$ cat config.mk
export PLATFORM = sky130hd
export DESIGN_NAME = ps2_writer
export DESIGN_NICKNAME = d
export VERILOG_FILES = /design/src/rtl/ps2_writer.sv
export SDC_FILE = /design/constraint.sdc
export NUM_CORES = 1
export LEC_CHECK = 0
export CORE_ASPECT_RATIO = 1.5
export CORE_MARGIN = 3
export CORE_UTILIZATION = 63
export CTS_CLUSTER_DIAMETER = 60
export DETAILED_ROUTE_END_ITERATION = 8
export GPL_ROUTABILITY_DRIVEN = 0
export PLACE_DENSITY = 0.93
export SETUP_SLACK_MARGIN = 0.1
export SLEW_MARGIN = 15
export SYNTH_ARGS = -nofsm -noshare
export SYNTH_HDL_FRONTEND = slang
export SYNTH_SLANG_ARGS = --single-unit
$ cat constraint.sdc
create_clock -name clk -period 4.55 [get_ports clk]
set_clock_uncertainty 0.05 [all_clocks]
set_input_delay 1.365 -clock clk [delete_from_list [all_inputs] [get_ports clk]]
set_output_delay 1.365 -clock clk [all_outputs]
set_load 0.005 [all_outputs]
$ cat src/rtl/ps2_writer.sv
// rtl/ps2_writer.sv - PS/2 host-to-device byte transmitter with inhibit/RTS, ack check and timeout
module ps2_writer #(
  parameter int INHIBIT_CYCLES = 12000,
  parameter int TIMEOUT_CYCLES = 2000000
) (
  input  logic       clk,
  input  logic       reset,
  input  logic       start,
  input  logic [7:0] tx_byte,
  input  logic       ps2_clk_in,
  input  logic       ps2_data_in,
  output logic       ps2_clk_oe,
  output logic       ps2_data_oe,
  output logic       busy,
  output logic       done,
  output logic       error,
  output logic [1:0] err_code
);

  localparam int MAXC = (INHIBIT_CYCLES > TIMEOUT_CYCLES) ? INHIBIT_CYCLES : TIMEOUT_CYCLES;
  localparam int CW   = $clog2(MAXC + 1);
  localparam logic [CW-1:0] INH_LAST = CW'(INHIBIT_CYCLES - 1);
  localparam logic [CW-1:0] TO_LAST  = CW'(TIMEOUT_CYCLES - 1);

  typedef enum logic [2:0] {
    S_IDLE, S_INHIBIT, S_RTS, S_START, S_XFER, S_ACK, S_WAIT_IDLE
  } state_t;

  state_t        state_q;
  logic          clk_meta_q, clk_sync_q, clk_last_q;
  logic          data_meta_q, data_sync_q;
  logic [7:0]    byte_q;
  logic          parity_q;
  logic [3:0]    bit_cnt_q;
  logic [3:0]    bit_cnt_d;
  logic [CW-1:0] cnt_q;
  logic          clk_oe_q, data_oe_q, busy_q, done_q, error_q;
  logic [1:0]    err_code_q;
  logic          fe;
  logic          timed;

  // Synchronizers reset to the idle-high line level so reset never fakes an edge.
  always_ff @(posedge clk or negedge reset) begin
    if (!reset) begin
      clk_meta_q  <= 1'b1;
      clk_sync_q  <= 1'b1;
      clk_last_q  <= 1'b1;
      data_meta_q <= 1'b1;
      data_sync_q <= 1'b1;
    end else begin
      clk_meta_q  <= ps2_clk_in;
      clk_sync_q  <= clk_meta_q;
      clk_last_q  <= clk_sync_q;
      data_meta_q <= ps2_data_in;
      data_sync_q <= data_meta_q;
    end
  end

  assign fe        = clk_last_q & ~clk_sync_q;
  assign bit_cnt_d = bit_cnt_q + 4'd1;
  assign timed     = (state_q == S_START) || (state_q == S_XFER) ||
                     (state_q == S_ACK)   || (state_q == S_WAIT_IDLE);

  always_ff @(posedge clk or negedge reset) begin
    if (!reset) begin
      state_q    <= S_IDLE;
      byte_q     <= '0;
      parity_q   <= 1'b0;
      bit_cnt_q  <= '0;
      cnt_q      <= '0;
      clk_oe_q   <= 1'b0;
      data_oe_q  <= 1'b0;
      busy_q     <= 1'b0;
      done_q     <= 1'b0;
      error_q    <= 1'b0;
      err_code_q <= 2'b00;
    end else begin
      done_q  <= 1'b0;
      error_q <= 1'b0;
      if (timed && !fe && (cnt_q == TO_LAST)) begin
        clk_oe_q   <= 1'b0;
        data_oe_q  <= 1'b0;
        busy_q     <= 1'b0;
        error_q    <= 1'b1;
        err_code_q <= 2'b10;
        state_q    <= S_IDLE;
      end else begin
        case (state_q)
          S_IDLE: begin
            clk_oe_q  <= 1'b0;
            data_oe_q <= 1'b0;
            // done_q/error_q high means we just came back here; that start is dropped.
            if (start && !done_q && !error_q) begin
              byte_q     <= tx_byte;
              parity_q   <= ~^tx_byte;
              err_code_q <= 2'b00;
              busy_q     <= 1'b1;
              cnt_q      <= '0;
              bit_cnt_q  <= '0;
              clk_oe_q   <= 1'b1;
              state_q    <= S_INHIBIT;
            end
          end
          S_INHIBIT: begin
            if (cnt_q == INH_LAST) begin
              data_oe_q <= 1'b1;
              state_q   <= S_RTS;
            end else begin
              cnt_q <= cnt_q + 1'b1;
            end
          end
          S_RTS: begin
            clk_oe_q <= 1'b0;
            cnt_q    <= '0;
            state_q  <= S_START;
          end
          S_START, S_XFER: begin
            cnt_q <= fe ? '0 : cnt_q + 1'b1;
            if (fe) begin
              bit_cnt_q <= bit_cnt_d;
              state_q   <= S_XFER;
              if (bit_cnt_d <= 4'd8) begin
                data_oe_q <= ~byte_q[bit_cnt_q[2:0]];
              end else if (bit_cnt_d == 4'd9) begin
                data_oe_q <= ~parity_q;
              end else begin
                data_oe_q <= 1'b0;
                state_q   <= S_ACK;
              end
            end
          end
          S_ACK: begin
            cnt_q <= fe ? '0 : cnt_q + 1'b1;
            if (fe) begin
              if (!data_sync_q) begin
                state_q <= S_WAIT_IDLE;
              end else begin
                clk_oe_q   <= 1'b0;
                data_oe_q  <= 1'b0;
                busy_q     <= 1'b0;
                error_q    <= 1'b1;
                err_code_q <= 2'b01;
                state_q    <= S_IDLE;
              end
            end
          end
          S_WAIT_IDLE: begin
            cnt_q <= fe ? '0 : cnt_q + 1'b1;
            if (clk_sync_q && data_sync_q) begin
              done_q  <= 1'b1;
              busy_q  <= 1'b0;
              state_q <= S_IDLE;
            end
          end
          default: state_q <= S_IDLE;
        endcase
      end
    end
  end

  assign ps2_clk_oe  = clk_oe_q;
  assign ps2_data_oe = data_oe_q;
  assign busy        = busy_q;
  assign done        = done_q;
  assign error       = error_q;
  assign err_code    = err_code_q;

endmodule
Word-level counts from Yosys, hierarchy flattened
Cells that the tools add are included.
{"block": "word_totals", "wordCells": 118, "out_inout_bits": 7, "inputBits": 13, "register_bits": 49}
{"block": "classes", "n_reduce_logical": 29, "n_eq_ne": 18, "muxes": 46, "n_addsub": 2, "bitwise_logic": 5, "order_cmp": 2}
{"op": "case mux 21 bit (4 select lines)", "count": 1}
{"op": "two-way mux 21 bit", "count": 3}
{"op": "two-way mux 1 bit", "count": 22}
{"op": "adder 21 x 1 -> 21 bit (second input constant)", "count": 1}
{"op": "equality test 21 x 14 -> 1 bit (second input constant)", "count": 1}
{"op": "equality test 21 bit (second input constant)", "count": 1}
{"op": "two-way mux 3 bit", "count": 7}
{"op": "case mux 3 bit (6 select lines)", "count": 1}
{"op": "AND reduction 5 bit", "count": 3}
{"op": "AND reduction 4 bit", "count": 3}
{"op": "nonzero test 4 bit", "count": 3}
{"op": "equality test 3 bit (second input constant)", "count": 3}
{"op": "inequality test 3 bit (second input constant)", "count": 3}
{"op": "two-way mux 2 bit", "count": 4}
{"op": "two-way mux 4 bit", "count": 2}
{"op": "case mux 4 bit (2 select lines)", "count": 1}
{"op": "XNOR reduction 8 bit", "count": 1}
{"op": "equality test 3 x 2 -> 1 bit (second input constant)", "count": 2}
{"op": "inequality test 2 bit (second input constant)", "count": 3}
{"op": "inequality test 3 x 2 -> 1 bit (second input constant)", "count": 2}
{"op": "case mux 1 bit (3 select lines)", "count": 2}
{"op": "AND reduction 3 bit", "count": 2}
{"op": "logical AND 1 bit", "count": 5}
{"op": "nonzero test 5 bit", "count": 1}
{"op": "18 further kinds", "count": 25}

Logic depth before layout (Yosys ltp)
Gate-level depths: netlist (run 1).
{"block": "logic_depth", "word_depth": 8, "mapped_depth": 8, "ltp_nobuf": 7}

Least setup slack after synthesis (run 1)
Ideal clock, no wire load.
{"block": "synth_timing", "path_kind": "input to register", "start": "input start", "end": "register cnt_q[0]", "path_buffers": 1, "stages": 5, "required_ns": 4.375, "slack_ns": 1.660, "setup_ns": 0.125, "arrival_ns": 2.715, "path_cell_list": "nor3b_1 o21ai_2 buf_2 nor3_2 mux2_2"}
{"block": "synth_via", "elab_chain_cells": 4}
{"element": "from (decl)", "line": "8", "rtl": "input logic start,"}
{"element": "logical AND 1 bit (2 in a row)", "line": "93", "rtl": "if (start && !done_q && !error_q) begin"}
{"element": "inequality test 2 bit (no source line)"}
{"element": "AND reduction 4 bit (no source line)"}
{"element": "to (signal assigned)", "line": "109", "rtl": "cnt_q <= cnt_q + 1'b1;"}
{"element": "to (signal assigned)", "line": "118", "rtl": "cnt_q <= fe ? '0 : cnt_q + 1'b1;"}
{"element": "to (signal assigned)", "line": "133", "rtl": "cnt_q <= fe ? '0 : cnt_q + 1'b1;"}
{"element": "to (decl)", "line": "36", "rtl": "logic [CW-1:0] cnt_q;"}
No other way between the ends.
A chain may end at the register's enable or synchronous reset.

Worst setup path in the final report (run 1)
{"block": "layout_timing", "start": "input start", "end": "register cnt_q[20]"}
Same word-level chain as after synthesis.

==> results_dict.tcl, run 1 <==
set metrics [dict create \
    outcome "finished, final reports clean" \
    post_cts_buffers 0 \
    cts.path.max_buffers 2 \
    clk_latency_ns 0.31 \
    critPathArrivalTime_ns 3.48 \
    max_stage_delay_ns 0.45 \
    hold_viol_final 0 \
    dp_hpwl_microns 4240 \
    synthesis.nets 299 \
    total_power_w 0.000797 \
    synth_top_cell_area_share_pct 39.7 \
    first_global_vias 2237 \
    cts_sinks 49 \
    hold_path.startpoint "data_meta_q" \
    synthesis.area_sq_mm 0.00278 \
    cts-root-buf "clkbuf_8" \
    yosysTopAreaCell "dfrtp_1" \
    route.detailed.drc 0 \
    setup_viol 0 \
    core-area_sq_mm 0.00410 \
    cts_tree "built" \
    crit_type "in2reg" \
    power.switching_w 0.000166 \
    min_period_ns 3.29 \
    ys_seq_area_share_pct 44.4 \
    p_leak_nw 1.34 \
    synth_edf_count 0 \
    cts_buffers 5 \
    final_core_util_pct 75.3 \
    dp.cells 336 \
    synth.most_common_cell "dfrtp_1" \
    n_antenna_cell 0 \
    ios 20 \
    cts_resized 0 \
    drv_slew 0 \
    maxCapViolCount 0 \
    path_cells "clkdlybuf4s50_1 > nor3b_1 > o21ai_2 > nor4_4 > nand3_1 > or4_1 > nand2_1" \
    postRouteAntennaNets 0 \
    drive_gt1_share_pct 15.7 \
    r2r_cells 7 \
    met3RoutedLength_microns 206 \
    fp-row-count 28 \
    min_delay_worst_endpoint "data_sync_q" \
    start_util_pct 67.7 \
    p_sw_share_pct 20.8 \
    rr_endpoint "state_q[0]" \
    startpoint_type "primary input" \
    yosys-top-cells-count "dfrtp_1, nor2_1, nand2_1, nand3_1, xnor2_1" \
    p_comb_share_pct 5.7 \
    ys_types 58 \
    synth.avg_cell_area_sq_um 9.85 \
    hold_depth 0 \
    seqPwrFrac_pct 56.4 \
    pwr-share-clk_pct 37.9 \
    syn_inst 282 \
    crit_slowest_cell "clkdlybuf4s50_1" \
    fp.dieW_microns 60.2 \
    grt_max_degree 50 \
    rsz0062_at_grt "no" \
    period_share_pct 72.3 \
    dr_wl_met2_microns 3120 \
    routedWlPerCell_microns 16.7 \
    port_buffers 19 \
    max-slew-margin-rel_pct 54.0 \
    ys_seq_elements 49 \
    synth_flop_cell "dfrtp_1" \
    worstMarginPinSlew_ns 0.690 \
    vias_per_cell 6.27 \
    fmax_ghz 0.304 \
    h-tree-depth 2 \
    clk_pin_slew_ns 0.09 \
    antenna_found_initial 0 \
    cell_internal_pwr_w 0.000632 \
    top_layer "met4" \
    crit_fanout 14 \
    via_count 2162 \
    fin_nets 316 \
    holdBufCountCts 0 \
    fillers 289 \
    hold_class "reg2reg" \
    fin_setup_tns_ns 0 \
    async_reset_ff_share_pct 100 \
    reg2reg_from "cnt_q[0]" \
    drtIter0Drc 115 \
    worst_setup_path_end_kind "flop" \
    dr.pass1.iters 4 \
    syn2layout_area_growth_pct 11.1 \
    grt_pass1_wl_microns 10100 \
    synth_area_leaders "dfrtp_1, xnor2_1, mux2_2" \
    yosys_warnings 0 \
    overflow 0 \
    power_density_mw_per_mm2 258 \
    reg2reg_slack_ns 1.86 \
    wirelength_microns 5770 \
    cp.required_ns 4.74 \
    gr-usage-all-layers_pct 25.6 \
    ir_drop_mv 0.257 \
    dieArea_sq_mm 0.00526 \
    startpoint "start" \
    instances_no_fill 345 \
    die_h_microns 87.3 \
    met1_length_microns 2230 \
]
per-layer routing:
metal,global-route usage [%],vias to the layer above
met5,0,-
met4,13.9,0
li1,-,1045
met2,43.9,63
met1,29.0,1036
met3,4.60,18
sequential cells by signal (all words and copies together) (netlist names), 2 cells and up:
register   cells
err_code       2
byte_q         8
bit_cnt_q      4
cnt_q         21
state_q        3
worst max-delay path by stage:
stage                      endpoint  slack [ns]  cells after the start
after detailed placement  cnt_q[10]        0.94                      6
final                     cnt_q[20]        1.26                      7
after floorplan            cnt_q[0]        1.66                      5
after global placement    cnt_q[12]        1.01                      6
after CTS                 cnt_q[20]        1.26                      7
after global routing      cnt_q[10]        1.07                      6
layout make-up:
type / instances / area (sq um) / area share (%)
inverters: 4 / 15.0 / 0.487
multi-input cells: 218 / 1460 / 47.4
clock buffers: 6 / 72.6 / 2.35
clock inverters: 2 / 35.0 / 1.14
repair buffers: 21 / 213 / 6.89
well taps: 45 / 56.3 / 1.82
flip-flops and latches: 49 / 1230 / 39.9
cell families after synthesis:
family                     count (synthesis)  share of synthesized area, %
muxes                                     13                          5.68
DFF                                       49                          44.4
and+or+nand+nor                          126                          25.4
adders and majority gates                  4                          1.80
xor gates and xnor gates                  22                          6.94
AOI/OAI and AO/OA                         53                          12.8
buffers and inverters                     15                          2.97
critical path: cells and delay by family:
family | cells | cell delay, ns
simple gates | 5 | 1.39
buf+inv | 1 | 0.45
compound gates | 1 | 0.27
power by group through the flow:
stage,logic [W],registers (W),clock network (W)
after global placement,0.0000427,0.000458,0
after detailed placement,0.0000442,0.000458,0
after floorplan,0.0000207,0.000456,0
after CTS,0.0000445,0.000450,0.000307
final,0.0000455,0.000450,0.000302
after global routing,0.0000500,0.000451,0.000329
stage by stage:
stage	cell area [sq um]	hold slack [ns]	setup WS (ns)
4_1_cts	3070	0.301	1.26
2_1_floorplan	2780	0.295	1.66
5_1_grt	3090	0.311	1.07
6_report	3090	0.301	1.26
3_3_place_gp	2960	0.296	1.01
3_5_place_dp	2960	0.299	0.938
cells in the final DEF, fill, tap and decap left out, types with 7 or more instances in the layout:
cell             count
a21oi_1             13
clkdlybuf4s50_1     18
dfrtp_1             44
mux2_2              12
nand2_1             21
nand3_1             20
nor2_1              30
nor4_1               7
o21ai_0             14
xnor2_1             18
No activity file was read; power rests on OpenSTA's default activity.
==> run 2: changes to the inputs <==
CORE_UTILIZATION = 53   (was 63)
PLACE_DENSITY = 0.84   (was 0.93)
clock period = 2.7 ns   (was 4.55 ns; I/O delays follow)
==> results_dict.tcl, run 2 (same netlist as run 1, synthesis figures left out) <==
set metrics [dict create \
    cp.required_ns 2.87 \
    worstMarginPinSlew_ns 0.608 \
    critPathArrivalTime_ns 2.72 \
    max_stage_delay_ns 0.47 \
    hold_viol_final 0 \
    power_density_mw_per_mm2 422 \
    dieArea_sq_mm 0.00616 \
    final_core_util_pct 66.1 \
    grt_pass1_wl_microns 10300 \
    crit_fanout 6 \
    final_common_cell "dfrtp_1" \
    dr.pass1.iters 4 \
    largestRegisters "cnt_q (21), byte_q (8), bit_cnt_q (4)" \
    core-area_sq_mm 0.00493 \
    cts_buffers 5 \
    cts-root-buf "clkbuf_8" \
    postRouteAntennaNets 0 \
    outcome "finished, final reports clean" \
    total_power_w 0.00138 \
    cts.path.max_buffers 2 \
    fin_nets 336 \
    routedWlPerCell_microns 15.9 \
    p_leak_nw 1.44 \
    reg2reg_slack_ns 0.28 \
    grt_max_degree 50 \
    crit_type "in2reg" \
    drive_gt1_share_pct 20.9 \
    cts_resized 0 \
    dp_hpwl_microns 4510 \
    clk_latency_ns 0.31 \
    startpoint "start" \
    cts_sinks 49 \
    fp-row-count 31 \
    fmax_ghz 0.393 \
    start_util_pct 56.4 \
    min_period_ns 2.54 \
    hold_path.startpoint "clk_meta_q" \
    via_count 2290 \
    wirelength_microns 6130 \
    fp.dieW_microns 65.1 \
    antenna_found_initial 0 \
    hold_depth 0 \
    pre_cts_ws_ns -0.155 \
    overflow 0 \
    fin_setup_tns_ns 0 \
    drv_slew 0 \
    post_dp_cell_area_sq_mm 0.00312 \
    path_cells "clkdlybuf4s50_1 > nor3b_1 > buf_4 > o21ai_2 > or3_1 > or3_1 > a21oi_1" \
    cpMostUsedCell "or3_1" \
    first_global_vias 2271 \
    h-tree-depth 2 \
    port_buffers 19 \
    rr_endpoint "cnt_q[0]" \
    period_share_pct 94.2 \
    vias_per_cell 5.93 \
    maxCapViolCount 0 \
    gr-usage-all-layers_pct 21.4 \
    hold_class "reg2reg" \
    min_delay_worst_endpoint "clk_sync_q" \
    worst_setup_path_end_kind "flop" \
    fin_ws_ns 0.157 \
    ir_drop_mv 0.343 \
    r2r_cells 8 \
    layout_common_cells "dfrtp_1, nor2_1, buf_4" \
    holdBufCountCts 0 \
    die_h_microns 94.6 \
    syn2layout_area_growth_pct 17.3 \
    reg2reg_from "cnt_q[0]" \
    route.detailed.drc 0 \
    startpoint_type "primary input" \
    clk_pin_slew_ns 0.08 \
    largest_reg_flops 21 \
    n_antenna_cell 0 \
    top_register "cnt_q" \
    fin_area_sq_mm 0.00326 \
    setup_viol 0 \
    ios 20 \
    drtIter0Drc 133 \
    crit_slowest_cell "or3_1" \
    max-slew-margin-rel_pct 59.5 \
    cts_tree "built" \
    rsz0062_at_grt "no" \
]
==> run 2: changes by cell type in the layout (fill, tap and decap cells not counted) <==
cell / delta
buf_12: -1
clkbuf_8: +1
clkinv_2: -1
buf_4: +21
==> run 2: layout make-up <==
cell class	instances	area [sq um]
fill	380	1670
multi-input combinational	218	1460
sequential	49	1230
timing repair buffer	41	350
clock buffer	7	86.3
tap	66	82.6
clock inverter	1	30.0
inverter	4	15.0
==> run 2: worst max-delay path: cells and delay by family <==
kind,cells,cell delay (ns)
AOI/OAI and AO/OA,2,0.30
buffers and inverters,2,0.61
and+or+nand+nor,3,0.99
==> run 2: how the worst max path moves through the flow <==
stage	cells after the start	end
detailed placement	7	cnt_q[15]
CTS	7	cnt_q[15]
floorplan	5	cnt_q[0]
global route	7	cnt_q[15]
finish	7	cnt_q[15]
global placement	7	cnt_q[15]
==> run 2: repair_timing <==
action,CTS,global route
setup buffers,0,3
endpoints found under the hold margin,0,0
setup endpoints to repair,0,1
==> run 2: per-layer routing <==
| metal | vias up | track usage, % | share of wire [%] |
|---|---|---|---|
| met5 | - | 0 | 0 |
| met4 | 0 | 8.65 | 2.2 |
| met3 | 12 | 2.86 | 3.5 |
| met2 | 63 | 41.2 | 54 |
| met1 | 1125 | 23.1 | 40 |
| li1 | 1090 | - | - |
==> run 2: through the flow <==
step / cells / hold WS [ns]
6_report: 386 / 0.308
5_1_grt: 386 / 0.320
4_1_cts: 383 / 0.309
3_5_place_dp: 375 / 0.297
3_3_place_gp: 375 / 0.297
2_1_floorplan: 282 / 0.295
==> run 2: report_power, final <==
part / switching, W / internal, W / total (W) / leakage, nW
logic: 0.0000368 / 0.0000402 / 0.0000769 / 0.776
registers: 0.00000818 / 0.000750 / 0.000758 / 0.601
clock network: 0.000240 / 0.000302 / 0.000542 / 0.0585
==> run 3: changes to the inputs <==
REMOVE_ABC_BUFFERS = 1   (was default)
==> results_dict.tcl, run 3 (same netlist as run 1, synthesis figures left out) <==
set metrics [dict create \
    dieArea_sq_mm 0.00616 \
    max_stage_delay_ns 0.57 \
    ios 20 \
    outcome "finished, final reports clean" \
    crit_fanout 6 \
    fillers 372 \
    hold_depth 0 \
    seqCellArea_sq_mm 0.00123 \
    power_density_mw_per_mm2 425 \
    drv_slew 0 \
    grt_pass1_wl_microns 10300 \
    hold_viol_final 0 \
    routedWlPerCell_microns 15.8 \
    maxCapViolCount 0 \
    core-area_sq_mm 0.00493 \
    cts_tree "built" \
    wirelength_microns 6050 \
    crit_slowest_cell "or4_4" \
    drtIter0Drc 185 \
    gr-usage-all-layers_pct 21.5 \
    pwr-share-clk_pct 39.4 \
    final_common_cell "dfrtp_1" \
    worstMarginPinSlew_ns 0.577 \
    drive_gt1_share_pct 20.6 \
    critPathArrivalTime_ns 2.63 \
    h-tree-depth 2 \
    holdBufCountCts 0 \
    cts_sinks 49 \
    syn2layout_area_growth_pct 16.9 \
    instances_no_fill 382 \
    reg2reg_slack_ns 0.21 \
    seqPwrFrac_pct 55.0 \
    rr_endpoint "cnt_q[0]" \
    power.switching_w 0.000310 \
    hold_path.startpoint "clk_meta_q" \
    clk_latency_ns 0.31 \
    dr.pass1.iters 4 \
    max-slew-margin-rel_pct 61.5 \
    fin_nets 332 \
    reg2reg_from "cnt_q[0]" \
    grt_max_degree 27 \
    n_antenna_cell 0 \
    fmax_ghz 0.402 \
    vias_per_cell 5.86 \
    via_count 2240 \
    first_global_vias 2353 \
    min_delay_worst_endpoint "clk_sync_q" \
    startpoint_type "flop" \
    port_buffers 19 \
    overflow 0 \
    fp-row-count 31 \
    rsz0062_at_grt "no" \
    cts.path.max_buffers 2 \
    ir_drop_mv 0.215 \
    crit_buf_inv 2 \
    largestRegisters "cnt_q (21), byte_q (8), bit_cnt_q (4)" \
    worst_setup_path_end_kind "flop" \
    postRouteAntennaNets 0 \
    min_period_ns 2.49 \
    p_comb_share_pct 5.7 \
    path_delay_family "simple AND/OR/NAND/NOR gates" \
    clk_pin_slew_ns 0.10 \
    dp.cells 372 \
    hold_class "reg2reg" \
    r2r_cells 8 \
    route.detailed.drc 0 \
    top_register "cnt_q" \
    largest_reg_flops 21 \
    die_h_microns 94.6 \
    multiInputGateArea_sq_mm 0.00147 \
    cts_buffers 5 \
    whs_ns 0.302 \
    p_sw_share_pct 22.5 \
    cp.required_ns 2.84 \
    p_leak_nw 1.42 \
    cts-root-buf "clkbuf_8" \
    setup_viol 0 \
    fp.dieW_microns 65.1 \
    layout_common_cells "dfrtp_1, nor2_1, nand2_1" \
    cell_internal_pwr_w 0.00107 \
    start_util_pct 56.4 \
    dp_hpwl_microns 4450 \
    antenna_found_initial 0 \
    period_share_pct 92.2 \
    path_cells "ha_1 > nand3_1 > or4_4 > nor3_4 > buf_4 > nor3_2 > buf_4 > mux2_2" \
    crit_type "reg2reg" \
    cpMostUsedCell "buf_4" \
]
[run 3: changes by cell type in the layout (fill, tap and decap cells not counted), sizes merged]
cell / before / now
clkinv: 0 / 1
buf: 23 / 19
clkinvlp: 0 / 1
clkbuf: 7 / 5
[run 3: worst max path at each step]
stage	to	cells past startpoint	slack, ns	start
after global placement	cnt_q[15]	6	-0.07	start
after detailed placement	cnt_q[15]	6	-0.21	start
after floorplan	cnt_q[12]	5	0.20	start
final	cnt_q[0]	8	0.21	cnt_q[0]
after CTS	cnt_q[15]	6	0.11	start
after global routing	cnt_q[10]	9	0.08	cnt_q[0]
[run 3: area by class of cell]
class                           count  area share, %
Multi-Input combinational cell    218           45.2
Sequential cell                    49           38.0
Timing Repair Buffer               37           10.3
Tap cell                           66           2.55
Clock buffer                        5           2.12
Clock inverter                      3           1.43
Inverter                            4          0.463
[run 3: timing repair]
item                       CTS  global route
gates resized for setup      0             1
setup buffers                0             2
setup endpoints to repair    0            10
[run 3: power by group through the flow]
stage | registers (W) | clock network, W | logic [W]
CTS | 0.000758 | 0.000546 | 0.0000798
global placement | 0.000771 | 0 | 0.0000766
detailed placement | 0.000772 | 0 | 0.0000795
finish | 0.000758 | 0.000543 | 0.0000779
global route | 0.000760 | 0.000571 | 0.0000856
floorplan | 0.000769 | 0 | 0.0000349
[run 3: worst register-to-register path, cell delays in order (launching register included)]
cell     delay (ns)
dfrtp_1        0.41
ha_1           0.30
nand3_1        0.16
or4_4          0.57
nor3_4         0.23
buf_4          0.19
nor3_2         0.06
buf_4          0.15
mux2_2         0.27
[run 3: through the flow]
step           setup WS [ns]  TNS (ns)  utilization (%)  total power (W)  area [sq um]
4_1_cts                0.110         0             65.5          0.00138          3220
6_report               0.210         0             65.9          0.00138          3240
3_5_place_dp          -0.208     -1.61             63.1         0.000852          3110
2_1_floorplan          0.203         0                -         0.000804          2710
5_1_grt               0.0840         0             65.9          0.00142          3240
3_3_place_gp         -0.0696    -0.242             63.1         0.000848          3110
[run 3: routing by layer]
layer	wire length (microns)	up-vias	global-route usage [%]
met5	0	-	0
met4	198	0	10.9
met3	200	16	3.10
met2	3410	48	41.6
met1	2250	1091	21.9
li1	-	1085	-
